===== src/rtl/fifo_wr_arbiter_if.sv =====
// fifo_wr_arbiter_if: bundles the requester handshakes, the FIFO write port and the
// monitoring/status signals of fifo_wr_arbiter.
//   master : arbiter view (drives req_ready, fifo_wr_en, fifo_data_in, grant_id,
//            wr_count, err_overflow)
//   slave  : environment view (drives req_valid, req_data, FIFO flags, clr_err)
interface fifo_wr_arbiter_if #(
    parameter int N = 4,
    parameter int W = 16
);
    localparam int IW = $clog2(N);
    logic [N-1:0]   req_valid;
    logic [N*W-1:0] req_data;
    logic [N-1:0]   req_ready;
    logic           fifo_wr_en;
    logic [W-1:0]   fifo_data_in;
    logic           fifo_full;
    logic           fifo_almostfull;
    logic           fifo_wr_ack;
    logic           fifo_overflow;
    logic [IW-1:0]  grant_id;
    logic [15:0]    wr_count;
    logic           err_overflow;
    logic           clr_err;
    modport master (
        input  req_valid, req_data, fifo_full, fifo_almostfull, fifo_wr_ack,
               fifo_overflow, clr_err,
        output req_ready, fifo_wr_en, fifo_data_in, grant_id, wr_count, err_overflow
    );
    modport slave (
        output req_valid, req_data, fifo_full, fifo_almostfull, fifo_wr_ack,
               fifo_overflow, clr_err,
        input  req_ready, fifo_wr_en, fifo_data_in, grant_id, wr_count, err_overflow
    );
endinterface


===== src/rtl/fifo_wr_arbiter.sv =====
// fifo_wr_arbiter: round-robin arbiter with bounded burst lock sharing one FIFO write port.
//   clk   : rising-edge clock
//   rst_n : asynchronous active-low reset
//   bus   : fifo_wr_arbiter_if.master
//           requesters -> req_valid/req_data in, req_ready out (combinational, one-hot or zero)
//           FIFO       -> registered fifo_wr_en/fifo_data_in out; full/almostfull/wr_ack/overflow in
//           status     -> grant_id, wr_count, sticky err_overflow (cleared by clr_err)
module fifo_wr_arbiter #(
    parameter int N         = 4,
    parameter int W         = 16,
    parameter int MAX_BURST = 4
) (
    input logic               clk,
    input logic               rst_n,
    fifo_wr_arbiter_if.master bus
);
    localparam int IW = $clog2(N);

    typedef enum logic {IDLE, BURST} state_t;

    state_t        state_q, state_d;
    logic [IW-1:0] rr_ptr_q, rr_ptr_d, grant_q, grant_d;
    logic [3:0]    burst_q, burst_d;
    logic          wr_en_q, wr_en_d;
    logic [W-1:0]  data_q, data_d, picked;
    logic [15:0]   wr_count_q;
    logic          err_q;
    logic [IW-1:0] win, idx, sel;
    logic [N-1:0]  ready;
    logic          any, go, space_ok;

    function automatic logic [IW-1:0] next_idx(input logic [IW-1:0] i);
        return (int'(i) == N - 1) ? '0 : i + 1'b1;
    endfunction

    // The in-flight write (wr_en_q) may take the last free slot, so almostfull already blocks.
    assign space_ok = !bus.fifo_full && !(bus.fifo_almostfull && wr_en_q);

    // Highest k is visited first so the lowest rotated distance from rr_ptr wins.
    always_comb begin
        win = '0;
        idx = '0;
        any = 1'b0;
        for (int k = N - 1; k >= 0; k--) begin
            idx = IW'((int'(rr_ptr_q) + k) % N);
            if (bus.req_valid[idx]) begin
                win = idx;
                any = 1'b1;
            end
        end
    end

    always_comb begin
        state_d  = state_q;
        rr_ptr_d = rr_ptr_q;
        burst_d  = burst_q;
        grant_d  = grant_q;
        ready    = '0;
        go       = 1'b0;
        sel      = grant_q;
        if (state_q == IDLE) begin
            if (space_ok && any) begin
                ready[win] = 1'b1;
                go         = 1'b1;
                sel        = win;
                burst_d    = 4'd1;
                grant_d    = win;
                if (MAX_BURST > 1) state_d = BURST;
                else rr_ptr_d = next_idx(win);
            end
        end else begin
            if (!bus.req_valid[grant_q]) begin
                // owner went away: spend one bubble and re-arbitrate from the next index
                rr_ptr_d = next_idx(grant_q);
                state_d  = IDLE;
            end else if (space_ok && burst_q < 4'(MAX_BURST)) begin
                ready[grant_q] = 1'b1;
                go             = 1'b1;
                burst_d        = burst_q + 4'd1;
                if (burst_q + 4'd1 == 4'(MAX_BURST)) begin
                    rr_ptr_d = next_idx(grant_q);
                    state_d  = IDLE;
                end
            end
        end
    end

    always_comb begin
        picked = '0;
        for (int i = 0; i < N; i++) picked = (sel == IW'(i)) ? bus.req_data[i*W +: W] : picked;
    end

    assign wr_en_d = go;
    assign data_d  = go ? picked : data_q;

    always_ff @(posedge clk or negedge rst_n) begin
        if (!rst_n) begin
            state_q    <= IDLE;
            rr_ptr_q   <= '0;
            burst_q    <= '0;
            grant_q    <= '0;
            wr_en_q    <= 1'b0;
            data_q     <= '0;
            wr_count_q <= '0;
            err_q      <= 1'b0;
        end else begin
            state_q    <= state_d;
            rr_ptr_q   <= rr_ptr_d;
            burst_q    <= burst_d;
            grant_q    <= grant_d;
            wr_en_q    <= wr_en_d;
            data_q     <= data_d;
            wr_count_q <= wr_count_q + 16'(bus.fifo_wr_ack);
            err_q      <= bus.fifo_overflow | (err_q & ~bus.clr_err);
        end
    end

    assign bus.req_ready    = rst_n ? ready : '0;
    assign bus.fifo_wr_en   = wr_en_q;
    assign bus.fifo_data_in = data_q;
    assign bus.grant_id     = grant_q;
    assign bus.wr_count     = wr_count_q;
    assign bus.err_overflow = err_q;
endmodule


===== src/flat_wrapper.sv =====
// flat-port wrapper written by rule: the top's interface ports become plain ports
module fifo_wr_arbiter_flat 
#(
    parameter int N         = 4,
    parameter int W         = 16,
    parameter int MAX_BURST = 4
)
  (clk, rst_n, bus_req_valid, bus_req_data, bus_fifo_full, bus_fifo_almostfull, bus_fifo_wr_ack, bus_fifo_overflow, bus_clr_err, bus_req_ready, bus_fifo_wr_en, bus_fifo_data_in, bus_grant_id, bus_wr_count, bus_err_overflow);
  fifo_wr_arbiter_if #(.N(N), .W(W)) bus_i ();
  input logic clk;
  input logic rst_n;
  input wire logic [$bits(bus_i.req_valid)-1:0] bus_req_valid;
  input wire logic [$bits(bus_i.req_data)-1:0] bus_req_data;
  input wire logic [$bits(bus_i.fifo_full)-1:0] bus_fifo_full;
  input wire logic [$bits(bus_i.fifo_almostfull)-1:0] bus_fifo_almostfull;
  input wire logic [$bits(bus_i.fifo_wr_ack)-1:0] bus_fifo_wr_ack;
  input wire logic [$bits(bus_i.fifo_overflow)-1:0] bus_fifo_overflow;
  input wire logic [$bits(bus_i.clr_err)-1:0] bus_clr_err;
  output wire logic [$bits(bus_i.req_ready)-1:0] bus_req_ready;
  output wire logic [$bits(bus_i.fifo_wr_en)-1:0] bus_fifo_wr_en;
  output wire logic [$bits(bus_i.fifo_data_in)-1:0] bus_fifo_data_in;
  output wire logic [$bits(bus_i.grant_id)-1:0] bus_grant_id;
  output wire logic [$bits(bus_i.wr_count)-1:0] bus_wr_count;
  output wire logic [$bits(bus_i.err_overflow)-1:0] bus_err_overflow;
  assign bus_i.req_valid = bus_req_valid;
  assign bus_i.req_data = bus_req_data;
  assign bus_i.fifo_full = bus_fifo_full;
  assign bus_i.fifo_almostfull = bus_fifo_almostfull;
  assign bus_i.fifo_wr_ack = bus_fifo_wr_ack;
  assign bus_i.fifo_overflow = bus_fifo_overflow;
  assign bus_i.clr_err = bus_clr_err;
  assign bus_req_ready = bus_i.req_ready;
  assign bus_fifo_wr_en = bus_i.fifo_wr_en;
  assign bus_fifo_data_in = bus_i.fifo_data_in;
  assign bus_grant_id = bus_i.grant_id;
  assign bus_wr_count = bus_i.wr_count;
  assign bus_err_overflow = bus_i.err_overflow;
  fifo_wr_arbiter #(.N(N), .W(W), .MAX_BURST(MAX_BURST)) u_core (.clk(clk), .rst_n(rst_n), .bus(bus_i));
endmodule

===== config.mk =====
export PLATFORM = sky130hd
export DESIGN_NAME = fifo_wr_arbiter_flat
export DESIGN_NICKNAME = d
export VERILOG_FILES = /design/src/rtl/fifo_wr_arbiter_if.sv /design/src/rtl/fifo_wr_arbiter.sv /design/src/flat_wrapper.sv
export SDC_FILE = /design/constraint.sdc
export NUM_CORES = 1
export LEC_CHECK = 0
export CORE_MARGIN = 4
export CORE_UTILIZATION = 30
export CTS_CLUSTER_DIAMETER = 150
export DETAILED_ROUTE_END_ITERATION = 10
export PLACE_DENSITY = 0.66
export SLEW_MARGIN = 15
export SYNTH_ARGS = -nofsm -noshare
export SYNTH_HDL_FRONTEND = slang
export SYNTH_SLANG_ARGS = --single-unit

===== constraint.sdc =====
create_clock -name clk -period 6.06 [get_ports clk]
set_input_delay 0.606 -clock clk [delete_from_list [all_inputs] [get_ports clk]]
set_output_delay 0.606 -clock clk [all_outputs]
set_load 0.05 [all_outputs]

# Yosys cells after proc, flatten, opt, wreduce, memory -nomap -nowiden
# Index checks and enable logic that the tools add are counted.
[totals]
ff_bits = 43
latch_bits = 0
ram_bits = 0
romBits = 0
output_inout_bits = 40
memories = 0
[classes]
add_sub_neg = 6
mul = 0
n_div = 0
n_lt_le_gt_ge = 9
n_eq_ne = 9
n_shift = 0
muxes = 49
bitwise = 3
n_reduce_logical = 12
[ops]
columns = ["cell", "count"]
rows = [
  ["$mux W16", 4],
  ["$mux W4", 9],
  ["$mux W2", 10],
  ["$mux W1", 19],
  ["$lt A2 B3 Y1 const B", 6],
  ["$add A16 B1 Y16", 1],
  ["$bmux W1 S2", 5],
  ["$ne A2 B2 Y1 const B", 4],
  ["$logic_and A1 B1 Y1", 6],
  ["$reduce_and A3 Y1", 2],
  ["$add A2 B1 Y2 const B", 2],
  ["$add A2 B2 Y2 const B", 2],
  ["$add A4 B1 Y4 const B", 1],
  ["$demux W1 S2", 2],
  ["$eq A2 B1 Y1 const B", 2],
  ["$eq A2 B2 Y1 const B", 2],
  ["$eq A4 B3 Y1 const B", 1],
  ["$ge A2 B1 Y1 const B", 2],
  ["$lt A4 B3 Y1 const B", 1],
  ["$logic_not A1 Y1", 2],
  ["$logic_not A2 Y1", 1],
  ["$reduce_bool A2 Y1", 1],
  ["$and A1 B1 Y1", 1],
  ["$not A1 Y1", 1],
  ["$or A1 B1 Y1", 1],
]

# Logic depth before layout (Yosys ltp)
# Gate-level depths: netlist of the first run.
[depth]
depth_word = 15
mapped_depth = 8
ltp_nobuf = 6

# Worst setup path after synthesis of the first run
# No wires, ideal clock.
[synth_path]
path_kind = "input-to-output"
start = "in bus_fifo_almostfull"
end = "out bus_req_ready[0]"
t_arrival_ns = 2.173
required_time_ns = 5.454
slack_ns = 3.281
stages = 6
n_path_buf = 1
path_cell_list = "a2111oi_0 and3_1 clkbuf_1 nand2_1 o31ai_1 and2_1"
[synth_via]
elab_chain_len = 8
[synth_lines]
columns = ["element", "line", "rtl"]
rows = [
  ["start: declaration", "flat_wrapper.sv:15", "input wire logic [$bits(bus_i.fifo_almostfull)-1:0] bus_fifo_almostfull;"],
  ["$logic_and A1 B1 Y1 (*)", "fifo_wr_arbiter.sv:37", "assign space_ok = !bus.fifo_full && !(bus.fifo_almostfull && wr_en_q);"],
  ["$logic_not A1 Y1 (*)", "fifo_wr_arbiter.sv:37", ""],
  ["$logic_and A1 B1 Y1 (*)", "fifo_wr_arbiter.sv:37", ""],
  ["$logic_and A1 B1 Y1", "fifo_wr_arbiter.sv:76", "end else if (space_ok && burst_q < 4'(MAX_BURST)) begin"],
  ["$mux W4", "fifo_wr_arbiter.sv:76", ""],
  ["$mux W4", "fifo_wr_arbiter.sv:72", "if (!bus.req_valid[grant_q]) begin"],
  ["$mux W4 (*)", "fifo_wr_arbiter.sv:61", "if (state_q == IDLE) begin"],
  ["$mux W4 (*)", "fifo_wr_arbiter.sv:118", "assign bus.req_ready = rst_n ? ready : '0;"],
  ["end: declaration", "flat_wrapper.sv:19", "output wire logic [$bits(bus_i.req_ready)-1:0] bus_req_ready;"],
]
# Every way passes the cells marked *; elsewhere a longest branch is shown, timed or not.

# Worst setup path in the final report of the first run
# Same ends and word-level chain as after synthesis.

==> qor.csv, run 1 <==
stage,metric,value,unit
outcome,status,"complete, no violations",
synth,synth_mux_area_share,14.1,%
cts,htreeDepth,2,
placement,place_inst,433,
worst_setup_path,cpMostUsedCell,clkdlybuf4s50_1,
worst_setup_path,critPathKind,in -> out,
power_and_ir_drop,vdd_drop_max,167,uV
power_and_ir_drop,p_per_area,459,nW/um2
worst_setup_path,reg2reg_depth,6,
cts,cts_hold_buf,0,
timing,hold_violations,0,
die,core,8180,um2
die,initial_core_util,30.6,%
timing,slew_violations,0,
grt,grt_max_degree,48,
synth,synth_nets,305,
synth,synth_cells,222,
routing,first_pass_iters,4,
routing,wirelength,6450,um
worst_setup_path,crit_slowest_cell,clkdlybuf4s50_1,
worst_setup_path,critical_path.cell_chain,clkdlybuf4s50_1 > a2111oi_0 > and3_1 > nand2_1 > o31ai_1 > and2_1 > clkdlybuf4s50_1,
finish,final_cells,441,
worst_setup_path,r2r-start,u_core.bus.fifo_wr_en,
worst_setup_path,endpoint_kind,primary output,
routing,ant_nets,0,
cts,ctsResizeCount,0,
worst_setup_path,slowest_delay,0.80,ns
synth,synth_simple_gate_area_share,14.0,%
routing,wl_per_cell,14.6,um
grt,grt_usage,12.9,%
synth,synth_xor_area_share,4.90,%
worst_setup_path,path_max_fanout,8,
die,fp.dieH,99.4,um
synth,synth_flop_cell,dfrtp_1,
power_and_ir_drop,clkPwrFrac,11.5,%
cts,root_buffer,clkbuf_8,
placement,post_dp_cell_area,3700,um2
synth,synth-async-reset-ratio,100,%
finish,insertedDiodeCount,0,
placement,portBuffers,114,
grt,grt_pass1_vias,2136,
grt,grt_overflow,0,
worst_setup_path,start_kind,input pin,
synth,yosys_warnings,0,
synth,ys_ff_latch,43,
worst_setup_path,ff2ff_setup_slack,2.88,ns
synth,synth_area_per_cell,11.3,um2
finish,area_growth,52.0,%
die,dieArea,9870,um2
finish,final_area,3800,um2
grt,grt_antenna_before_repair,0,
cts,clockBufferDepth,2,
die,io_pins,115,
routing,viasPerCell,4.70,
power_and_ir_drop,switching_share,47.5,%
routing,vias,2072,
routing,drc,0,
synth,ys_types,42,
die,dieWidth,99.4,um
cts,cts_made_buffers,5,
cts,post_cts_buffers,0,
worst_setup_path,crit_buf_inv,2,
synth,syn_area,2500,um2
synth,synth-seq-area-share,43.0,%
worst_setup_path,r2r-end,u_core.bus.fifo_data_in[14],
timing,max_freq,259,MHz
cts,path_clk_slew,0.08,ns
min_path,min_path_type,in -> async,
synth,synthAdderAreaFrac,4.00,%
timing,slew_headroom,18.9,%
placement,dp_hpwl,4850,um
power_and_ir_drop,seqPwrFrac,27.4,%
synth,synth-compound-area-share,16.1,%
cts,clk_latency,0.29,ns
synth,synth_edf_count,0,
timing,worst_clock_skew,0.00731,ns
timing,worst_slew_pin_slew,1.21,ns
job,maxCapViolCount,0,
finish,nets,418,
timing,layout_min_cycle_time,3.86,ns
power_and_ir_drop,power.internal,917,uW
worst_setup_path,crit_arrival,3.25,ns
timing,final.setup.tns,0,ns
finish,fill_cells,759,
worst_setup_path,cp-startpoint,bus_fifo_almostfull,
placement,gp_congestion,0.759,
synth,synth_top_family_by_area,compound AO/OA/AOI/OAI gates,
timing,worst_slack,2.20,ns
cts,cts_tree,done,
worst_setup_path,crit_family,buffers and inverters,
worst_setup_path,cp.required,5.45,ns
power_and_ir_drop,combPwrFrac,61.1,%
timing,setup_violations,0,
timing,period_share,63.6,%
power_and_ir_drop,p_sw,829,uW
routing,drt_iter0_drc,28,
placement,dp_slack,2.21,ns
cts,cts.sinks,43,
timing,rsz0062_at_grt,no,
finish,drive_above_1_share,9.82,%
power_and_ir_drop,p_leak,0.00157,uW
die,row_count,33,
grt,grt_pass1_wl,10500,um
## cell families (layout without fill, tap and decap cells)
| kind of cell | after synthesis | in the layout |
|---|---|---|
| muxes | 34 | 34 |
| xor gates and xnor gates | 14 | 14 |
| adders and majority gates | 8 | 8 |
| AOI/OAI and AO/OA | 37 | 37 |
| DFF | 43 | 43 |
| buffers and inverters | 13 | 127 |
| and+or+nand+nor | 73 | 73 |
## metrics by stage
step                      power, uW  hold WS (ns)  util [%]
after floorplan                1260         0.310         -
after global routing           1860         0.451      46.5
final                          1750         0.399      46.5
after global placement         1550         0.461      45.3
after detailed placement       1560         0.466      45.3
after CTS                      1770         0.415      46.5
## state kept, by name, indices dropped and copies added (netlist names)
signal,cells
u_core.burst_q,4
u_core.bus.err_overflow,1
u_core.bus.fifo_data_in,16
u_core.bus.fifo_wr_en,1
u_core.bus.grant_id,2
u_core.bus.wr_count,16
u_core.rr_ptr_q,2
u_core.state_q,1
## how the worst max path moves through the flow
stage | endpoint | slack [ns] | cells after the start
floorplan | bus_req_ready[0] | 3.28 | 6
global placement | bus_req_ready[2] | 2.21 | 7
detailed placement | bus_req_ready[0] | 2.21 | 7
CTS | bus_req_ready[0] | 2.20 | 7
global route | bus_req_ready[0] | 2.01 | 7
finish | bus_req_ready[0] | 2.20 | 7
## power groups by stage
| stage | Clock [uW] | Sequential, uW | Combinational, uW |
|---|---|---|---|
| 3_3_place_gp | 0 | 483 | 1070 |
| 4_1_cts | 209 | 481 | 1080 |
| 5_1_grt | 221 | 497 | 1140 |
| 2_1_floorplan | 0 | 758 | 500 |
| 3_5_place_dp | 0 | 484 | 1080 |
| 6_report | 200 | 478 | 1070 |
## per-layer routing
layer / part of all wire, % / wire (um) / GRT usage, % / vias to the layer above
li1: - / - / - / 1039
met1: 47 / 3010 / 17.7 / 957
met2: 45 / 2910 / 20.2 / 72
met3: 7.6 / 493 / 3.93 / 4
met4: 0.53 / 34 / 2.84 / 0
met5: 0 / 0 / 0 / -
## synth_stat cells (all sizes together), types with 2 or more instances
cell,n,area (um2)
nor2,21,78.8
and2,5,31.3
buf,8,77.6
nor2b,3,18.8
nand3,12,60.1
mux2i,32,320
nor3,2,10.0
o31ai,5,51.3
o21ai,4,20.0
inv,3,11.3
xnor2,11,96.3
nand2,17,63.8
xor2,3,26.3
clkbuf,2,7.51
ha,8,100
and3,8,50.1
a221oi,15,225
a21o,2,15.0
dfrtp,43,1080
## layout by cell type, fill, tap and decap left out, drive strengths merged, types with 2 or more instances in the layout
master         instances
dfrtp                 43
and2                   5
buf                    3
a21o                   2
clkbuf                 7
nor2b                  3
a221oi                15
xor2                   3
ha                     8
xnor2                 11
inv                    3
nand2                 17
o21ai                  4
mux2i                 32
nand3                 12
o31ai                  5
nor2                  21
and3                   8
nor3                   2
clkdlybuf4s50        113
## area by class of cell
cell class	instances	area [um2]	area share (%)
Multi-Input combinational cell	166	1330	35.0
Timing Repair Buffer	116	1150	30.3
Sequential cell	43	1080	28.3
Tap cell	105	131	3.45
Clock buffer	7	96.3	2.53
Inverter	3	11.3	0.296
Clock inverter	1	7.51	0.197
Note: power is estimated with default switching activity, not from simulation.
==> inputs of run 2 (changes only) <==
--- a/config.mk
+++ b/config.mk
@@ -9,7 +9,7 @@
 export CORE_UTILIZATION = 30
 export CTS_CLUSTER_DIAMETER = 150
 export DETAILED_ROUTE_END_ITERATION = 10
-export PLACE_DENSITY = 0.66
+export PLACE_DENSITY = 0.69
 export SLEW_MARGIN = 15
 export SYNTH_ARGS = -nofsm -noshare
 export SYNTH_HDL_FRONTEND = slang
==> constraint.sdc (replaced) <==
create_clock -name clk -period 3.3 [get_ports clk]
set_input_delay 0.33 -clock clk [delete_from_list [all_inputs] [get_ports clk]]
set_output_delay 0.33 -clock clk [all_outputs]
set_load 0.05 [all_outputs]
==> run 2 against run 1 <==
  * Register-to-register slack worse by 1.8 ns
  * Critical path type unchanged
  * Sequential cell count did not move
  * Die area unchanged
  * First-iteration DRC count rose by 3.6%
  * Highest routed layer unchanged
  * Sequential power rose by 85%
  * Count of clock-buffer cells in the layout did not move
  * Clock power is 62% higher
  * Final cell count grew 0.68%
  * Via count up 3.1%
  * Combinational power up 88%
  * Setup slack worse by 1.6 ns
  * Global-route usage up 0.66 points
==> qor.csv, run 2 (synthesized netlist as in run 1, its figures left out) <==
stage,metric,value,unit
outcome,status,"complete, no violations",
grt,grt_pass1_wl,10800,um
routing,ant_nets,0,
worst_setup_path,r2r-end,u_core.bus.fifo_data_in[14],
placement,dp_hpwl,5250,um
power_and_ir_drop,switching_share,47.7,%
power_and_ir_drop,p_sw,1530,uW
die,dieWidth,99.4,um
finish,nets,421,
die,core,8180,um2
routing,vias,2136,
routing,drt_iter0_drc,29,
cts,post_cts_buffers,0,
worst_setup_path,cp.required,2.97,ns
timing,worst_slew_pin_slew,0.724,ns
worst_setup_path,path_max_fanout,8,
finish,utilization,46.9,%
power_and_ir_drop,clkPwrFrac,10.1,%
timing,final.setup.tns,0,ns
timing,hold_ws,0.225,ns
cts,htreeDepth,2,
worst_setup_path,start_kind,input pin,
cts,clockBufferDepth,2,
worst_setup_path,ff2ff_setup_slack,1.04,ns
worst_setup_path,r2r-start,u_core.bus.fifo_wr_en,
power_and_ir_drop,seqPwrFrac,27.4,%
cts,clk_latency,0.29,ns
worst_setup_path,critPathKind,in -> out,
finish,drive_above_1_share,11.2,%
placement,portBuffers,114,
cts,cts.sinks,43,
die,dieArea,9870,um2
grt,grt_usage,13.6,%
worst_setup_path,reg2reg_depth,7,
worst_setup_path,crit_arrival,2.37,ns
timing,max_freq,370,MHz
die,io_pins,115,
grt,grt_max_degree,44,
cts,cts_made_buffers,5,
finish,final_common_cell,clkdlybuf4s50_1,
grt,grt_overflow,0,
routing,wl_per_cell,15.4,um
power_and_ir_drop,combPwrFrac,62.5,%
worst_setup_path,endpoint_kind,primary output,
finish,area_growth,53.1,%
timing,rsz0062_at_grt,no,
finish,fill_cells,775,
power_and_ir_drop,p_leak,0.00159,uW
power_and_ir_drop,p_per_area,839,nW/um2
timing,slew_headroom,50.5,%
routing,wirelength,6830,um
timing,setup_violations,0,
finish,final_cells,444,
routing,viasPerCell,4.81,
placement,place_inst,436,
min_path,min_path_type,in -> async,
grt,grt_pass1_vias,2182,
die,row_count,33,
cts,path_clk_slew,0.08,ns
placement,gp_congestion,0.784,
cts,ctsResizeCount,0,
cts,root_buffer,clkbuf_8,
cts,cts_tree,done,
power_and_ir_drop,power.internal,1680,uW
worst_setup_path,cp-startpoint,bus_fifo_almostfull,
job,maxCapViolCount,0,
timing,hold_violations,0,
cts,cts_hold_buf,0,
timing,slew_violations,0,
die,initial_core_util,30.6,%
timing,period_share,81.9,%
grt,grt_antenna_before_repair,0,
finish,insertedDiodeCount,0,
timing,layout_min_cycle_time,2.70,ns
power_and_ir_drop,vdd_drop_max,496,uV
die,fp.dieH,99.4,um
timing,worst_clock_skew,0.00514,ns
routing,first_pass_iters,6,
routing,drc,0,
finish,layout_common_cells,"109 x clkdlybuf4s50_1, 43 x dfrtp_1, 32 x mux2i_1",
==> run 2: critical path, cell delays in order <==
cell	delay [ns]
clkdlybuf4s50_1	0.41
a2111oi_0	0.68
and3_1	0.44
nand2_1	0.10
o31ai_1	0.06
and2_1	0.20
buf_12	0.14
==> run 2: power groups by stage <==
stage / Clock (uW) / Combinational (uW) / Sequential [uW]
finish: 325 / 2010 / 882
CTS: 334 / 2040 / 883
detailed placement: 0 / 2030 / 890
floorplan: 0 / 918 / 1390
global placement: 0 / 2010 / 884
global route: 359 / 2140 / 913
==> run 2: routing by layer <==
layer  track usage (%)  share of wire, %
met1              18.1                46
met2              21.9                47
met3              3.93               6.7
met4              3.26               1.1
met5                 0                 0
==> run 2: how the worst max path moves through the flow <==
stage                  endpoint  cells after the start  slack, ns
2_1_floorplan  bus_req_ready[0]                      6       0.80
3_5_place_dp   bus_req_ready[2]                      7       0.61
5_1_grt        bus_req_ready[3]                      7       0.42
3_3_place_gp   bus_req_ready[0]                      7       0.64
6_report       bus_req_ready[0]                      7       0.60
4_1_cts        bus_req_ready[2]                      7       0.61
==> run 2: layout make-up <==
type | count | area, um2 | area share [%]
multi-input cells | 166 | 1330 | 34.7
well taps | 105 | 131 | 3.43
flip-flops and latches | 43 | 1080 | 28.1
clock buffers | 7 | 76.3 | 1.99
inverters | 3 | 11.3 | 0.294
repair buffers | 119 | 1200 | 31.3
clock inverters | 1 | 5.00 | 0.131
==> run 2: per-stage QoR <==
step,cell area [um2],setup slack [ns],total power (uW)
after floorplan,2500,0.800,2310
after CTS,3830,0.614,3260
after global placement,3750,0.644,2900
after global routing,3830,0.417,3410
after detailed placement,3750,0.615,2920
final,3830,0.598,3220
